File: config.mk
export PLATFORM = sky130hd
export DESIGN_NAME = mem_arbiter
export DESIGN_NICKNAME = d
export VERILOG_FILES = /design/src/rtl/mem_arbiter_pkg.sv /design/src/rtl/mem_arbiter_fill_counter.sv /design/src/rtl/mem_arbiter.sv
export SDC_FILE = /design/constraint.sdc
export NUM_CORES = 1
export LEC_CHECK = 0
export BUFFER_PORTS_ARGS = -buffer_cell sky130_fd_sc_hd__buf_2
export CORE_ASPECT_RATIO = 1.1
export CORE_MARGIN = 3
export CORE_UTILIZATION = 36
export DETAILED_ROUTE_END_ITERATION = 8
export PLACE_DENSITY = 0.88
export SLEW_MARGIN = 20
export SYNTH_ARGS = -nofsm -noshare
export SYNTH_HDL_FRONTEND = slang
export SYNTH_SLANG_ARGS = --single-unit
File: constraint.sdc
create_clock -name clk -period 1.3 [get_ports clk]
set_input_delay 0.13 -clock clk [delete_from_list [all_inputs] [get_ports clk]]
set_output_delay 0.13 -clock clk [all_outputs]
set_load 0.01 [all_outputs]
File: src/rtl/mem_arbiter_pkg.sv
// ----------------------------------------------------------------------------
// mem_arbiter_pkg
// Shared CPU memory-subsystem definitions used by the cache/memory arbiter:
//   - arbState_t : arbiter state encoding
//   - MEM_LAT    : main-memory read latency (mem_en -> mem_rvalid), cycles
//   - WORDS      : 16-bit words per cache block (16-byte block)
//   - BLK_OFF_W  : byte-offset width inside a block
// ----------------------------------------------------------------------------
package mem_arbiter_pkg;

  localparam int MEM_LAT   = 4;
  localparam int WORDS     = 8;
  localparam int BLK_OFF_W = 4;

  typedef enum logic [2:0] {
    DRAIN  = 3'd0,
    IDLE   = 3'd1,
    I_FILL = 3'd2,
    D_FILL = 3'd3,
    WRITE  = 3'd4
  } arbState_t;

  function automatic logic isFill(input arbState_t s);
    return (s == I_FILL) || (s == D_FILL);
  endfunction

endpackage

File: src/rtl/mem_arbiter_fill_counter.sv
// ----------------------------------------------------------------------------
// fill_counter
// 3-bit up counter used to step through the words of a block fill.
// Ports:
//   clk   in  : clock
//   rst   in  : synchronous active-high reset
//   clr   in  : synchronous clear (same effect as rst)
//   en    in  : count enable
//   count out : current count value
// ----------------------------------------------------------------------------
module fill_counter (
  input  logic       clk,
  input  logic       rst,
  input  logic       clr,
  input  logic       en,
  output logic [2:0] count
);

  logic [2:0] countReg;

  always_ff @(posedge clk) begin
    if (rst || clr) begin
      countReg <= 3'd0;
    end else if (en) begin
      countReg <= countReg + 3'd1;
    end
  end

  assign count = countReg;

endmodule

File: src/rtl/mem_arbiter.sv
// ----------------------------------------------------------------------------
// mem_arbiter
// Arbitrates a single main-memory port between I-cache misses, D-cache misses
// and D-side write-through stores. Fills fetch a whole block (WORDS words),
// issuing one read per cycle and forwarding each returned word to the owning
// cache. Stores are single-cycle writes.
// Ports:
//   clk, rst                 : clock, synchronous active-high reset
//   i_miss, i_addr           : I-cache miss request / byte address
//   d_miss, d_addr           : D-cache miss request / byte address (miss or store)
//   d_wr, d_wdata            : D-side store request / data
//   mem_en, mem_wr           : memory strobe / write qualifier
//   mem_addr, mem_wdata      : memory word address / write data
//   mem_rdata, mem_rvalid    : memory read data / valid
//   fill_data, fill_word     : returned word and its index within the block
//   i_fill_we, d_fill_we     : per-cache fill write enables
//   i_done, d_done, wr_done  : single-cycle completion pulses
//   busy                     : arbiter not in IDLE
// ----------------------------------------------------------------------------
module mem_arbiter
  import mem_arbiter_pkg::*;
#(
  parameter int MEM_LAT = mem_arbiter_pkg::MEM_LAT,
  parameter int WORDS   = mem_arbiter_pkg::WORDS
) (
  input  logic        clk,
  input  logic        rst,
  input  logic        i_miss,
  input  logic [15:0] i_addr,
  input  logic        d_miss,
  input  logic [15:0] d_addr,
  input  logic        d_wr,
  input  logic [15:0] d_wdata,
  output logic        mem_en,
  output logic        mem_wr,
  output logic [15:0] mem_addr,
  output logic [15:0] mem_wdata,
  input  logic [15:0] mem_rdata,
  input  logic        mem_rvalid,
  output logic [15:0] fill_data,
  output logic [2:0]  fill_word,
  output logic        i_fill_we,
  output logic        d_fill_we,
  output logic        i_done,
  output logic        d_done,
  output logic        wr_done,
  output logic        busy
);

  localparam int                 DRAIN_W    = (MEM_LAT > 1) ? $clog2(MEM_LAT) : 1;
  localparam logic [DRAIN_W-1:0] DRAIN_LAST = DRAIN_W'(MEM_LAT - 1);
  localparam logic [2:0]         LAST_WORD  = 3'(WORDS - 1);

  arbState_t                 stateReg, stateNext;
  logic [15-BLK_OFF_W:0]     baseReg, baseNext;
  logic [DRAIN_W-1:0]        drainCntReg, drainCntNext;
  logic                      issueDoneReg, issueDoneNext;
  logic [2:0]                issueCnt, rcvCnt;
  logic                      inFill, issueEn, rcvEn;

  assign inFill = isFill(stateReg);
  assign busy   = (stateReg != IDLE);

  // Both counters sit at zero outside a fill, so every fill starts at word 0.
  fill_counter uIssueCnt (
    .clk   (clk),
    .rst   (rst),
    .clr   (!inFill),
    .en    (issueEn),
    .count (issueCnt)
  );

  fill_counter uRcvCnt (
    .clk   (clk),
    .rst   (rst),
    .clr   (!inFill),
    .en    (rcvEn),
    .count (rcvCnt)
  );

  always_ff @(posedge clk) begin
    if (rst) begin
      stateReg     <= DRAIN;
      baseReg      <= '0;
      drainCntReg  <= '0;
      issueDoneReg <= 1'b0;
    end else begin
      stateReg     <= stateNext;
      baseReg      <= baseNext;
      drainCntReg  <= drainCntNext;
      issueDoneReg <= issueDoneNext;
    end
  end

  always_comb begin
    stateNext     = stateReg;
    baseNext      = baseReg;
    drainCntNext  = drainCntReg;
    issueDoneNext = issueDoneReg;
    issueEn       = 1'b0;
    rcvEn         = 1'b0;
    mem_en        = 1'b0;
    mem_wr        = 1'b0;
    mem_addr      = 16'h0000;
    mem_wdata     = 16'h0000;
    fill_data     = 16'h0000;
    fill_word     = 3'd0;
    i_fill_we     = 1'b0;
    d_fill_we     = 1'b0;
    i_done        = 1'b0;
    d_done        = 1'b0;
    wr_done       = 1'b0;

    case (stateReg)
      // Let responses from a fill cut short by reset arrive and be dropped.
      DRAIN: begin
        if (drainCntReg == DRAIN_LAST) begin
          stateNext    = IDLE;
          drainCntNext = '0;
        end else begin
          drainCntNext = drainCntReg + 1'b1;
        end
      end

      IDLE: begin
        issueDoneNext = 1'b0;
        if (d_wr) begin
          stateNext = WRITE;
        end else if (d_miss) begin
          stateNext = D_FILL;
          baseNext  = d_addr[15:BLK_OFF_W];
        end else if (i_miss) begin
          stateNext = I_FILL;
          baseNext  = i_addr[15:BLK_OFF_W];
        end
      end

      I_FILL, D_FILL: begin
        // Issue side: one read per cycle until the whole block is requested.
        if (!issueDoneReg) begin
          mem_en   = 1'b1;
          mem_addr = {baseReg, issueCnt, 1'b0};
          issueEn  = 1'b1;
          if (issueCnt == LAST_WORD) begin
            issueDoneNext = 1'b1;
          end
        end
        // Receive side: forward each returned word to the owning cache.
        if (mem_rvalid) begin
          rcvEn     = 1'b1;
          fill_data = mem_rdata;
          fill_word = rcvCnt;
          if (stateReg == I_FILL) begin
            i_fill_we = 1'b1;
          end else begin
            d_fill_we = 1'b1;
          end
          if (rcvCnt == LAST_WORD) begin
            stateNext = IDLE;
            if (stateReg == I_FILL) begin
              i_done = 1'b1;
            end else begin
              d_done = 1'b1;
            end
          end
        end
      end

      WRITE: begin
        mem_en    = 1'b1;
        mem_wr    = 1'b1;
        mem_addr  = {d_addr[15:1], 1'b0};
        mem_wdata = d_wdata;
        wr_done   = 1'b1;
        stateNext = IDLE;
      end

      default: begin
        stateNext = DRAIN;
      end
    endcase
  end

endmodule

### Yosys cells after proc, flatten, opt, wreduce, memory -nomap -nowiden

Index checks and enable logic that the tools add are counted.

| operators by class | value |
|---|---|
| eq/ne operators | 12 |
| bitwise logic cells | 1 |
| multiplexer cells | 38 |
| reductions and logical operators | 9 |
| add/subtract/negate cells | 3 |

Operator list:

| cell | number |
|---|---|
| two-way mux 16 bit | 4 |
| one-hot mux 16 bit (2 select lines) | 1 |
| two-way mux 12 bit | 2 |
| two-way mux 3 bit | 8 |
| two-way mux 1 bit | 19 |
| one-hot mux 3 bit (4 select lines) | 1 |
| == test 3 bit, second input constant | 3 |
| adder 3 x 1 -> 3 bit, second input constant | 2 |
| == test 3 x 2 -> 1 bit, second input constant | 2 |
| inequality test 2 bit, second input constant | 3 |
| inequality test 4 bit, second input constant | 1 |
| one-hot mux 1 bit (2 select lines) | 2 |
| AND reduction 4 bit | 1 |
| nonzero test 2 bit | 2 |
| == test 3 x 1 -> 1 bit, second input constant | 1 |
| zero test 3 bit | 1 |
| inequality test 3 x 1 -> 1 bit, second input constant | 1 |
| AND reduction 3 bit | 1 |
| adder 2 x 1 -> 2 bit, second input constant | 1 |
| == test 2 bit, second input constant | 1 |
| logical OR 1 bit | 2 |
| two-way mux 2 bit | 1 |
| OR reduction 2 bit | 1 |
| zero test 1 bit | 1 |
| inverter 1 bit | 1 |

| word-level totals | value |
|---|---|
| output and inout bits | 59 |
| word-level logic and storage cells | 69 |
| input port bits | 70 |
| register bits after elaboration | 24 |

### Longest topological paths before layout

Gate-level depths: netlist of the first run.

| depth | value |
|---|---|
| depth in word-level cells | 5 |
| depth in mapped cells | 5 |
| mapped depth without buffers | 5 |

### Modules after synthesis

A second synthesis of the first run with hierarchy kept.

| second synthesis, totals | value |
|---|---|
| cells, all modules | 179 |
| area total of the unflattened synthesis | 1629.1 um^2 |

Modules (own cells, without submodules):

| module | cells each | instances | sequential area each (um^2) | area an instance (um^2) |
|---|---|---|---|---|
| mem_arbiter | 157 | 1 | 360.3 | 1366.3 |
| fill_counter | 11 | 2 | 60.1 | 131.4 |

### Worst setup path after synthesis of the first run

Ideal clock, no wire load.

| path | value |
|---|---|
| kind | reg2reg |
| start point | register uRcvCnt.countReg[0] (netlist: uRcvCnt.count[0]) |
| end point | register stateReg[0] |
| data arrival time | 1.283 ns |
| setup slack | -0.116 ns |
| required time | 1.166 ns |
| stages on the path, launching flop included | 6 |
| clock period less this slack | 1.416 ns |
| path buffers | 0 |
| setup time | 0.134 ns |
| cells stage by stage | dfxtp_1 > ha_1 > ha_1 > and3_1 > a2111oi_0 > nor3_1 |

| between the ends | value |
|---|---|
| cells in the longest elaborated chain, start to end | 3 |

RTL lines:

| element | line | text |
|---|---|---|
| start, declared | mem_arbiter_fill_counter.sv:19 | `logic [2:0] countReg;` |
| start signal, assigned | mem_arbiter_fill_counter.sv:25 | `countReg <= countReg + 3'd1;` |
| == test 3 bit | mem_arbiter.sv:158 | `if (rcvCnt == LAST_WORD) begin` |
| inequality test 2 bit (no line) | -- |  |
| AND reduction 4 bit (no line) | -- |  |
| end signal, assigned | mem_arbiter.sv:88 | `stateReg <= stateNext;` |
| end, declared | mem_arbiter.sv:54 | `arbState_t stateReg, stateNext;` |

No other way between the ends.
A chain may end at the register's enable or synchronous reset.

### Worst setup path after layout of the first run

| path | value |
|---|---|
| start point | register stateReg[2] |
| end point | output port i_done |

| between the ends | value |
|---|---|
| cells in the longest elaborated chain, start to end | 5 |
| elaborated cells between the ends (all ways) | 7 |
| classes of those cells | 2 x eq/ne; 4 x mux; 1 x reduce/logical |

RTL lines:

| element | line | text |
|---|---|---|
| == test 3 x 2 -> 1 bit | mem_arbiter.sv:114, mem_arbiter.sv:160 |  |
| two-way mux 1 bit | mem_arbiter.sv:160 | `if (stateReg == I_FILL) begin` |
| two-way mux 1 bit | mem_arbiter.sv:158 |  |
| two-way mux 1 bit | mem_arbiter.sv:149 | `if (mem_rvalid) begin` |
| two-way mux 1 bit (*) | mem_arbiter.sv:114 | `case (stateReg)` |
| end, declared | mem_arbiter.sv:44 | `output logic i_done,` |

Every way passes the cells marked *; elsewhere a longest branch is shown, timed or not.

==> impl_metrics.json, run 1 <==
{
  "outcome": "finished, violations left",
  "violations": "negative setup slack",
  "setup_ws_ns": -0.270,
  "synth_area_leaders": "dfxtp_1, mux2i_1, and3_1",
  "worstSkewPairLatency_ns": 0.28,
  "route.detailed.drc": 0,
  "hold_buffers": 0,
  "ys_ff_latch": 24,
  "ff2ff_setup_slack_ns": -0.19,
  "io-pin-count": 129,
  "wl_met2_um": 3580,
  "yosysTopAreaCellShare_pct": 29.5,
  "worst-path-max-fanout": 7,
  "min_path_cells": 2,
  "setup_viol": 74,
  "grt-ovfl-total": 0,
  "clkSinkCount": 24,
  "final_common_cell": "buf_2",
  "synth.distinct_cells": 34,
  "clk_path_buf_depth": 2,
  "cp.arrival_ns": 1.44,
  "start_util_pct": 37.7,
  "syn-cell-area_mm2": 0.00163,
  "hold_end": "baseReg[2]$_SDFFE_PP0P_",
  "core-area_mm2": 0.00432,
  "r2r-end": "baseReg[2]$_SDFFE_PP0P_",
  "syn2layout_area_growth_pct": 93.6,
  "r2r_start": "stateReg[1]$_SDFFE_PP0P_",
  "grt_start_max_net_pins": 27,
  "die_h_um": 76.5,
  "fin_nets": 402,
  "fmax_mhz": 637,
  "synthesis.nets": 259,
  "dieArea_mm2": 0.00536,
  "numPortBuffers": 122,
  "rsz0062_at_grt": "true",
  "slowest_delay_ns": 0.37,
  "grt_pass1_vias": 1949,
  "clk_pin_slew_ns": 0.09,
  "finalCriticalPeriod_ns": 1.57,
  "hold_slack_ns": 0.101,
  "post-route-period-util_pct": 121,
  "total_power_mw": 2.71,
  "gp_congestion": 0.715,
  "p_leak_nw": 1.53,
  "placedCellCount": 358,
  "grt_use_total_pct": 20.8,
  "worst_pin_slew_ns": 0.515,
  "crit_path_start_kind": "flop",
  "place_hpwl_um": 3860,
  "drt_iter0_drc": 36,
  "cts_tree": "yes",
  "cp-end-kind": "primary output",
  "max-slew-margin-rel_pct": 65.7,
  "cts_buffers": 3,
  "drive_above_1_share_pct": 71.8,
  "worstPathCellList": "and2b_4 -> and3_4 -> and2_4 -> buf_6",
  "syn_inst": 184,
  "grt_pass1_wl_um": 9260,
  "viasPerCell": 5.29,
  "tns_ns": -13.30,
  "avgSynthCellArea_um2": 8.84,
  "yosysSeqAreaShare_pct": 29.5,
  "wl_per_cell_um": 17.6,
  "fin_cells": 380,
  "ir_worst_vdd_uv": 735,
  "slew_violations": 0,
  "drt-met1-wl_um": 2530,
  "hold_class": "in -> reg",
  "max_cap_violations": 0,
  "n_antenna_cell": 0,
  "top_layer_used": "met4",
  "synth_top_area_cell": "dfxtp_1",
  "htree_levels": 1,
  "drtPass1Iterations": 4,
  "die_w_um": 70.1,
  "hold_viol_final": 0,
  "layout_common_cells": "buf_2, buf_6, and3_4, dfxtp_1, mux2i_1",
  "worstSetupPathType": "reg -> out",
  "skew_ns": 0.00450,
  "power.density_mw_per_mm2": 861,
  "grt_antenna_before_repair": 0,
  "cts_root_buf": "clkbuf_8",
  "vias": 2011,
  "place_ws_ns": -0.0233,
  "worstRegToRegCells": 8,
  "drt_wl_total_um": 6690,
  "ant_nets": 0,
  "min_from": "rst",
  "row_count": 25,
  "ys_warn_count": 0,
  "worst_path_max_delay_cell": "dfxtp_4",
  "route.met3.wl_um": 395,
  "worstPathRequired_ns": 1.17
}
## report_power, final
part | total, mW | switching (mW) | internal (mW)
Clock | 0.680 | 0.267 | 0.413
Sequential | 0.870 | 0.0562 | 0.814
Combinational | 1.16 | 0.541 | 0.620
## layer usage
layer	track usage (%)	vias up
met5	0	-
met4	6.32	0
met3	4.62	19
met2	39.2	91
met1	22.6	955
li1	-	946
## registers in the layout, summed over array words and instances (netlist names)
signal / flops
baseReg: 12
stateReg: 3
uIssueCnt.count: 3
uRcvCnt.count: 3
drainCntReg: 2
issueDoneReg: 1
## logic make-up (layout without fill, tap and decap cells)
| family | after synthesis | in the layout | synth area share [%] |
|---|---|---|---|
| XOR/XNOR | 2 | 2 | 1.08 |
| flip-flops | 24 | 24 | 29.5 |
| AND/OR/NAND/NOR | 64 | 65 | 23.9 |
| other | 1 | 1 | 0.231 |
| multiplexers | 18 | 18 | 11.1 |
| AO/OA/AOI/OAI | 46 | 46 | 21.0 |
| buffers and inverters | 24 | 165 | 9.31 |
| adder cells (fa/ha/maj) | 5 | 5 | 3.85 |
## through the flow
stage	utilization [%]	area (um^2)
5_1_grt	73.0	3150
6_report	73.0	3150
3_3_place_gp	53.9	2330
3_5_place_dp	53.9	2330
2_1_floorplan	-	1640
4_1_cts	64.1	2770
## how the worst max path moves through the flow
stage,cells past startpoint,from,end
global placement,5,stateReg[2]$_SDFFE_PP0P_,mem_addr[6]
detailed placement,4,stateReg[2]$_SDFFE_PP0P_,fill_data[10]
CTS,5,stateReg[0]$_SDFFE_PP0P_,mem_wdata[15]
global route,4,stateReg[2]$_SDFFE_PP0P_,i_done
finish,4,stateReg[2]$_SDFFE_PP0P_,i_done
floorplan,5,stateReg[1]$_SDFFE_PP0P_,mem_addr[12]
## synthesized netlist by cell type, drive strengths merged
library cell,number
and2,19
nor3,3
a2111oi,1
or2,1
nand2,1
a21oi,13
buf,14
o21ba,1
xnor2,1
nand2b,2
xor2,1
and2b,1
mux2i,18
o21ai,2
conb,1
and3,23
dfxtp,24
clkbuf,7
inv,3
a22o,15
ha,5
a221oi,1
nor2b,1
nor2,11
nor3b,2
a211oi,12
a22oi,1
## worst max-delay path, delay by kind of cell, from the launching register on
kind                   cells  cell delay (ns)
buffers and inverters      1             0.09
DFF                        1             0.37
and+or+nand+nor            3             0.70
## cell type report
| cell class | count | area [um^2] |
|---|---|---|
| clock buffer | 3 | 41.3 |
| sequential | 24 | 488 |
| multi-input combinational | 137 | 1280 |
| fill | 305 | 1170 |
| tap | 54 | 67.6 |
| clock inverter | 1 | 30.0 |
| timing repair buffer | 158 | 1230 |
| inverter | 3 | 11.3 |
## repair_timing
action	CTS	global route
pin swaps	23	36
buffers inserted	9	5
resized for setup	54	77
cloned	5	1
setup endpoints to repair	59	75
(Power assumes the default switching activity.)
==> inputs of run 2 (changes only) <==
--- a/config.mk
+++ b/config.mk
@@ -8,9 +8,9 @@
 export BUFFER_PORTS_ARGS = -buffer_cell sky130_fd_sc_hd__buf_2
 export CORE_ASPECT_RATIO = 1.1
 export CORE_MARGIN = 3
-export CORE_UTILIZATION = 36
+export CORE_UTILIZATION = 39
 export DETAILED_ROUTE_END_ITERATION = 8
-export PLACE_DENSITY = 0.88
+export PLACE_DENSITY = 0.92
 export SLEW_MARGIN = 20
 export SYNTH_ARGS = -nofsm -noshare
 export SYNTH_HDL_FRONTEND = slang
==> constraint.sdc (replaced) <==
create_clock -name clk -period 1.8 [get_ports clk]
set_input_delay 0.18 -clock clk [delete_from_list [all_inputs] [get_ports clk]]
set_output_delay 0.18 -clock clk [all_outputs]
set_load 0.01 [all_outputs]
==> run 2 against run 1 <==
- the flow now finishes without violations
- combinational power fell by 59%
- critical path type unchanged
- critical path depth rose by 1
- worst hold slack improved by 0.088 ns
- die area fell by 7.1%
- global-route usage fell by 3.8 points
- via count fell by 14%
- clock skew fell by 0.00085 ns
- utilization fell by 16 points
- worst setup slack improved by 0.35 ns
==> impl_metrics.json, run 2 (synthesis results as in run 1) <==
{
  "regArea_um2": 484,
  "min_path_cells": 2,
  "slew_violations": 0,
  "n_antenna_cell": 0,
  "cp.arrival_ns": 1.54,
  "cts_tree": "yes",
  "start_util_pct": 40.7,
  "clkSinkCount": 24,
  "clk_path_buf_depth": 2,
  "r2r-end": "stateReg[0]$_SDFFE_PP0P_",
  "cts_root_buf": "clkbuf_8",
  "dieArea_mm2": 0.00498,
  "vias": 1733,
  "die_h_um": 73.7,
  "critical-path-top-delay-family": "simple AND/OR/NAND/NOR gates",
  "final_common_cell": "buf_2",
  "setup_viol": 0,
  "crit_path_start_kind": "flop",
  "rsz0062_at_grt": "false",
  "layout_common_cells": "buf_2, and3_1, dfxtp_1, and2_1, mux2i_1",
  "total_power_mw": 1.42,
  "wl_per_cell_um": 13.1,
  "skew_ns": 0.00365,
  "post_cts_buffers": 0,
  "fin_nets": 370,
  "worst_path_max_delay_cell": "dfxtp_2",
  "post-route-period-util_pct": 95.5,
  "p_leak_nw": 1.31,
  "syn2layout_area_growth_pct": 38.8,
  "gp_congestion": 0.725,
  "worstSetupPathType": "reg -> out",
  "cp-end-kind": "primary output",
  "hold_viol_final": 0,
  "die_w_um": 67.6,
  "htree_levels": 1,
  "io-pin-count": 129,
  "route.detailed.drc": 0,
  "grt_pass1_vias": 1439,
  "numPortBuffers": 122,
  "drt_wl_total_um": 4510,
  "worstPathCellList": "inv_2 -> and3_1 -> buf_12 -> or2_2 -> buf_2",
  "row_count": 24,
  "tns_ns": 0,
  "grt_pass1_wl_um": 6500,
  "drt_iter0_drc": 20,
  "outcome": "completed",
  "worstRegToRegCells": 5,
  "top_register": "baseReg",
  "finalCriticalPeriod_ns": 1.72,
  "grt_start_max_net_pins": 35,
  "worstSkewPairLatency_ns": 0.26,
  "largest_register_ff_count": 12,
  "crit_buf_inv": 3,
  "core-area_mm2": 0.00399,
  "drive_above_1_share_pct": 48.1,
  "clk_pin_slew_ns": 0.08,
  "drtPass1Iterations": 4,
  "ir_worst_vdd_uv": 267,
  "ant_nets": 0,
  "min_from": "d_wr",
  "hold_class": "in -> reg",
  "grt_antenna_before_repair": 0,
  "worstPathRequired_ns": 1.62,
  "power.density_mw_per_mm2": 628,
  "multiInputGateArea_um2": 995,
  "place_hpwl_um": 3480,
  "grt-ovfl-total": 0,
  "fmax_mhz": 582,
  "viasPerCell": 5.02,
  "hold_end": "stateReg[2]$_SDFFE_PP0P_",
  "ff2ff_setup_slack_ns": 0.19,
  "r2r_start": "uRcvCnt.count[0]$_SDFFE_PP0P_",
  "max_cap_violations": 0,
  "slowest_delay_ns": 0.40,
  "fill_cells": 356,
  "grt_use_total_pct": 17.0,
  "worst-path-max-fanout": 34,
  "cts_buffers": 3
}
run 2: area by class of cell:
cell class              count  area share, %
multi-input cells         136           44.1
repair buffers            127           29.3
flip-flops and latches     24           21.5
well taps                  52           2.88
clock buffers               3           1.83
inverters                   3          0.499
run 2: worst max-delay path by stage:
stage / endpoint / slack, ns / cells after the start / from
6_report: mem_en / 0.08 / 5 / stateReg[1]$_SDFFE_PP0P_
5_1_grt: mem_en / 0.03 / 5 / stateReg[1]$_SDFFE_PP0P_
4_1_cts: fill_data[1] / 0.006 / 4 / stateReg[2]$_SDFFE_PP0P_
3_5_place_dp: stateReg[0]$_SDFFE_PP0P_ / 0.23 / 5 / uRcvCnt.count[0]$_SDFFE_PP0P_
3_3_place_gp: mem_en / 0.31 / 5 / stateReg[1]$_SDFFE_PP0P_
2_1_floorplan: stateReg[0]$_SDFFE_PP0P_ / 0.38 / 5 / uRcvCnt.count[0]$_SDFFE_PP0P_
run 2: worst reg2reg max path: cells and delay by family (launching register included):
family	cells	cell delay, ns
AND/OR/NAND/NOR	2	0.30
adder cells (fa/ha/maj)	2	0.43
AO/OA/AOI/OAI	1	0.43
flip-flops	1	0.34
run 2: what timing repair did:
| item | in CTS | in global routing |
|---|---|---|
| gates resized for setup | 1 | 2 |
| pin swaps | 0 | 0 |
| setup endpoints to repair | 1 | 27 |
| hold buffers | 0 | 0 |
run 2: through the flow:
stage	cell area, um^2	utilization, %	std cells	setup WS (ns)	hold WS [ns]
6_report	2260	56.5	345	0.0817	0.189
3_3_place_gp	2210	55.4	342	0.311	0.464
3_5_place_dp	2210	55.4	342	0.235	0.477
4_1_cts	2250	56.5	345	0.00621	0.192
5_1_grt	2260	56.5	345	0.0276	0.204
2_1_floorplan	1630	-	184	0.384	0.347
run 2: layer usage:
| layer | wire length, um | up-vias | GRT usage (%) |
|---|---|---|---|
| met1 | 1800 | 778 | 20.1 |
| met5 | 0 | - | 0 |
| met3 | 394 | 4 | 2.29 |
| met2 | 2260 | 71 | 30.5 |
| met4 | 44 | 0 | 6.08 |
| li1 | - | 880 | - |
run 2: report_power, final:
| group | switching, mW | total (mW) | internal, mW |
|---|---|---|---|
| Clock | 0.157 | 0.307 | 0.150 |
| Sequential | 0.0426 | 0.631 | 0.588 |
| Combinational | 0.249 | 0.480 | 0.231 |
| Total | 0.449 | 1.42 | 0.968 |
==> inputs of run 3 (changes only) <==
--- a/config.mk
+++ b/config.mk
@@ -6,12 +6,15 @@
 export NUM_CORES = 1
 export LEC_CHECK = 0
 export BUFFER_PORTS_ARGS = -buffer_cell sky130_fd_sc_hd__buf_2
+export CELL_PAD_IN_SITES_DETAIL_PLACEMENT = 1
+export CELL_PAD_IN_SITES_GLOBAL_PLACEMENT = 2
 export CORE_ASPECT_RATIO = 1.1
 export CORE_MARGIN = 3
-export CORE_UTILIZATION = 39
+export CORE_UTILIZATION = 20
 export DETAILED_ROUTE_END_ITERATION = 8
 export PLACE_DENSITY = 0.92
-export SLEW_MARGIN = 20
+export RECOVER_POWER = 50
+export SLEW_MARGIN = 15
 export SYNTH_ARGS = -nofsm -noshare
 export SYNTH_HDL_FRONTEND = slang
 export SYNTH_SLANG_ARGS = --single-unit
==> run 3 against run 2 <==
- clock power grew 57%
- largest power group unchanged
- utilization shrank 26 points
- routed wire length grew 25%
- flip-flop and latch count is the same
- register-to-register slack gained 0.06 ns
- non-clock buffer count grew 5
- clock-buffer cell count is the same
- critical endpoint is now mem_addr[4]
==> impl_metrics.json, run 3 (synthesis results as in run 1) <==
{
  "drive_above_1_share_pct": 44.1,
  "ant_nets": 0,
  "critical-path-top-delay-family": "buffers and inverters",
  "worstSkewPairLatency_ns": 0.27,
  "n_antenna_cell": 0,
  "cp-end-kind": "primary output",
  "gp_congestion": 0.737,
  "power_frac_seq_pct": 39.1,
  "layout_common_cells": "buf_2, and3_1, dfxtp_1, and2_1, mux2i_1",
  "p_leak_nw": 1.27,
  "pwr-share-clk_pct": 29.9,
  "vias": 1830,
  "clkSinkCount": 24,
  "grt_use_total_pct": 11.6,
  "grt_antenna_before_repair": 0,
  "clk_path_buf_depth": 2,
  "cts_tree": "yes",
  "drt_wl_total_um": 5640,
  "row_count": 33,
  "dieArea_mm2": 0.00925,
  "ir_worst_vdd_uv": 281,
  "drt_iter0_drc": 41,
  "outcome": "completed",
  "wl_per_cell_um": 14.0,
  "cp.arrival_ns": 1.50,
  "tns_ns": 0,
  "viasPerCell": 4.53,
  "slew_violations": 0,
  "core-area_mm2": 0.00768,
  "fin_nets": 375,
  "grt-ovfl-total": 0,
  "worst-path-max-fanout": 12,
  "crit_path_start_kind": "flop",
  "wl_met2_um": 2860,
  "worst_path_max_delay_cell": "dfxtp_2",
  "grt_start_max_net_pins": 27,
  "ff2ff_setup_slack_ns": 0.25,
  "hold_buffers": 0,
  "drtPass1Iterations": 4,
  "drt-met1-wl_um": 2260,
  "power.switching_mw": 0.490,
  "io-pin-count": 129,
  "start_util_pct": 21.2,
  "rsz0062_at_grt": "false",
  "cts_buffers": 3,
  "fmax_mhz": 594,
  "place_hpwl_um": 4520,
  "die_h_um": 101,
  "htree_levels": 1,
  "route.detailed.drc": 0,
  "route.met3.wl_um": 502,
  "setup_ws_ns": 0.116,
  "largest_register_ff_count": 12,
  "max_cap_violations": 0,
  "post-route-period-util_pct": 93.6,
  "power.density_mw_per_mm2": 683,
  "clk_pin_slew_ns": 0.08,
  "grt_pass1_wl_um": 8900,
  "hold_class": "in -> reg",
  "setup_viol": 0,
  "fill_cells": 1001,
  "slowest_delay_ns": 0.38,
  "hold_viol_final": 0,
  "skew_ns": 0.00857,
  "place_ws_ns": 0.177,
  "crit_buf_inv": 3,
  "syn2layout_area_growth_pct": 45.3,
  "worstPathRequired_ns": 1.62,
  "worstPathCellList": "inv_1 -> and3_4 -> buf_6 -> a22o_1 -> buf_2",
  "die_w_um": 92.0,
  "p_int_mw": 1.12,
  "pwr-share-comb_pct": 31.0,
  "finalCriticalPeriod_ns": 1.68,
  "top_register": "baseReg",
  "grt_pass1_vias": 1884,
  "numPortBuffers": 122,
  "switching_share_pct": 30.3,
  "cts_root_buf": "clkbuf_8",
  "final_common_cell": "buf_2",
  "worstSetupPathType": "reg -> out",
  "hold_slack_ns": 0.186,
  "top_layer_used": "met4"
}
-- run 3: cell count changes in the layout (fill, tap and decap cells not counted) --
cell	change
and3_4	+1
and2b_1	-1
buf_4	+4
buf_12	-1
buf_6	+1
clkbuf_1	+17
and2_4	-1
and3_1	-1
bufinv_16	+1
and2_2	+1
and2b_2	+1
buf_2	-16
-- run 3: repair_timing --
action,in CTS,in global routing
resized for setup,5,2
buffers inserted,0,0
setup endpoints to repair,24,17
-- run 3: worst paths after layout --
check | startpoint | end | cells after the start
min | d_wr | stateReg[2]$_SDFFE_PP0P_ | 2
max | stateReg[0]$_SDFFE_PP0P_ | mem_addr[4] | 5
max reg2reg | uRcvCnt.count[0]$_SDFFE_PP0P_ | stateReg[0]$_SDFFE_PP0P_ | 5
min reg2reg | drainCntReg[1]$_SDFFE_PP0N_ | drainCntReg[1]$_SDFFE_PP0N_ | 2
-- run 3: metal layers --
metal / vias to the layer above / global-route usage [%]
li1: 888 / -
met1: 858 / 13.7
met2: 82 / 21.6
met3: 2 / 3.36
met4: 0 / 1.14
met5: - / 0
-- run 3: per-stage QoR --
step	cell area, um^2	power (mW)	std cells	util (%)
3_3_place_gp	2300	1.13	400	30.0
2_1_floorplan	1630	0.956	184	-
4_1_cts	2380	1.64	404	31.0
6_report	2360	1.61	404	30.8
5_1_grt	2360	1.71	404	30.8
3_5_place_dp	2300	1.15	400	30.0
-- run 3: power by group through the flow --
stage,clock network [mW],registers (mW),logic (mW)
final,0.483,0.631,0.500
after detailed placement,0,0.642,0.508
after global routing,0.508,0.640,0.564
after global placement,0,0.639,0.492
after CTS,0.496,0.631,0.513
after floorplan,0,0.627,0.329
-- run 3: cell type report --
class,count,area [um^2],share of cell area (%)
Clock buffer,3,41.3,1.75
Timing Repair Buffer,132,666,28.2
Multi-Input combinational cell,136,1000,42.3
Sequential cell,24,484,20.5
Inverter,3,11.3,0.476
Clock inverter,1,30.0,1.27
Tap cell,105,131,5.56
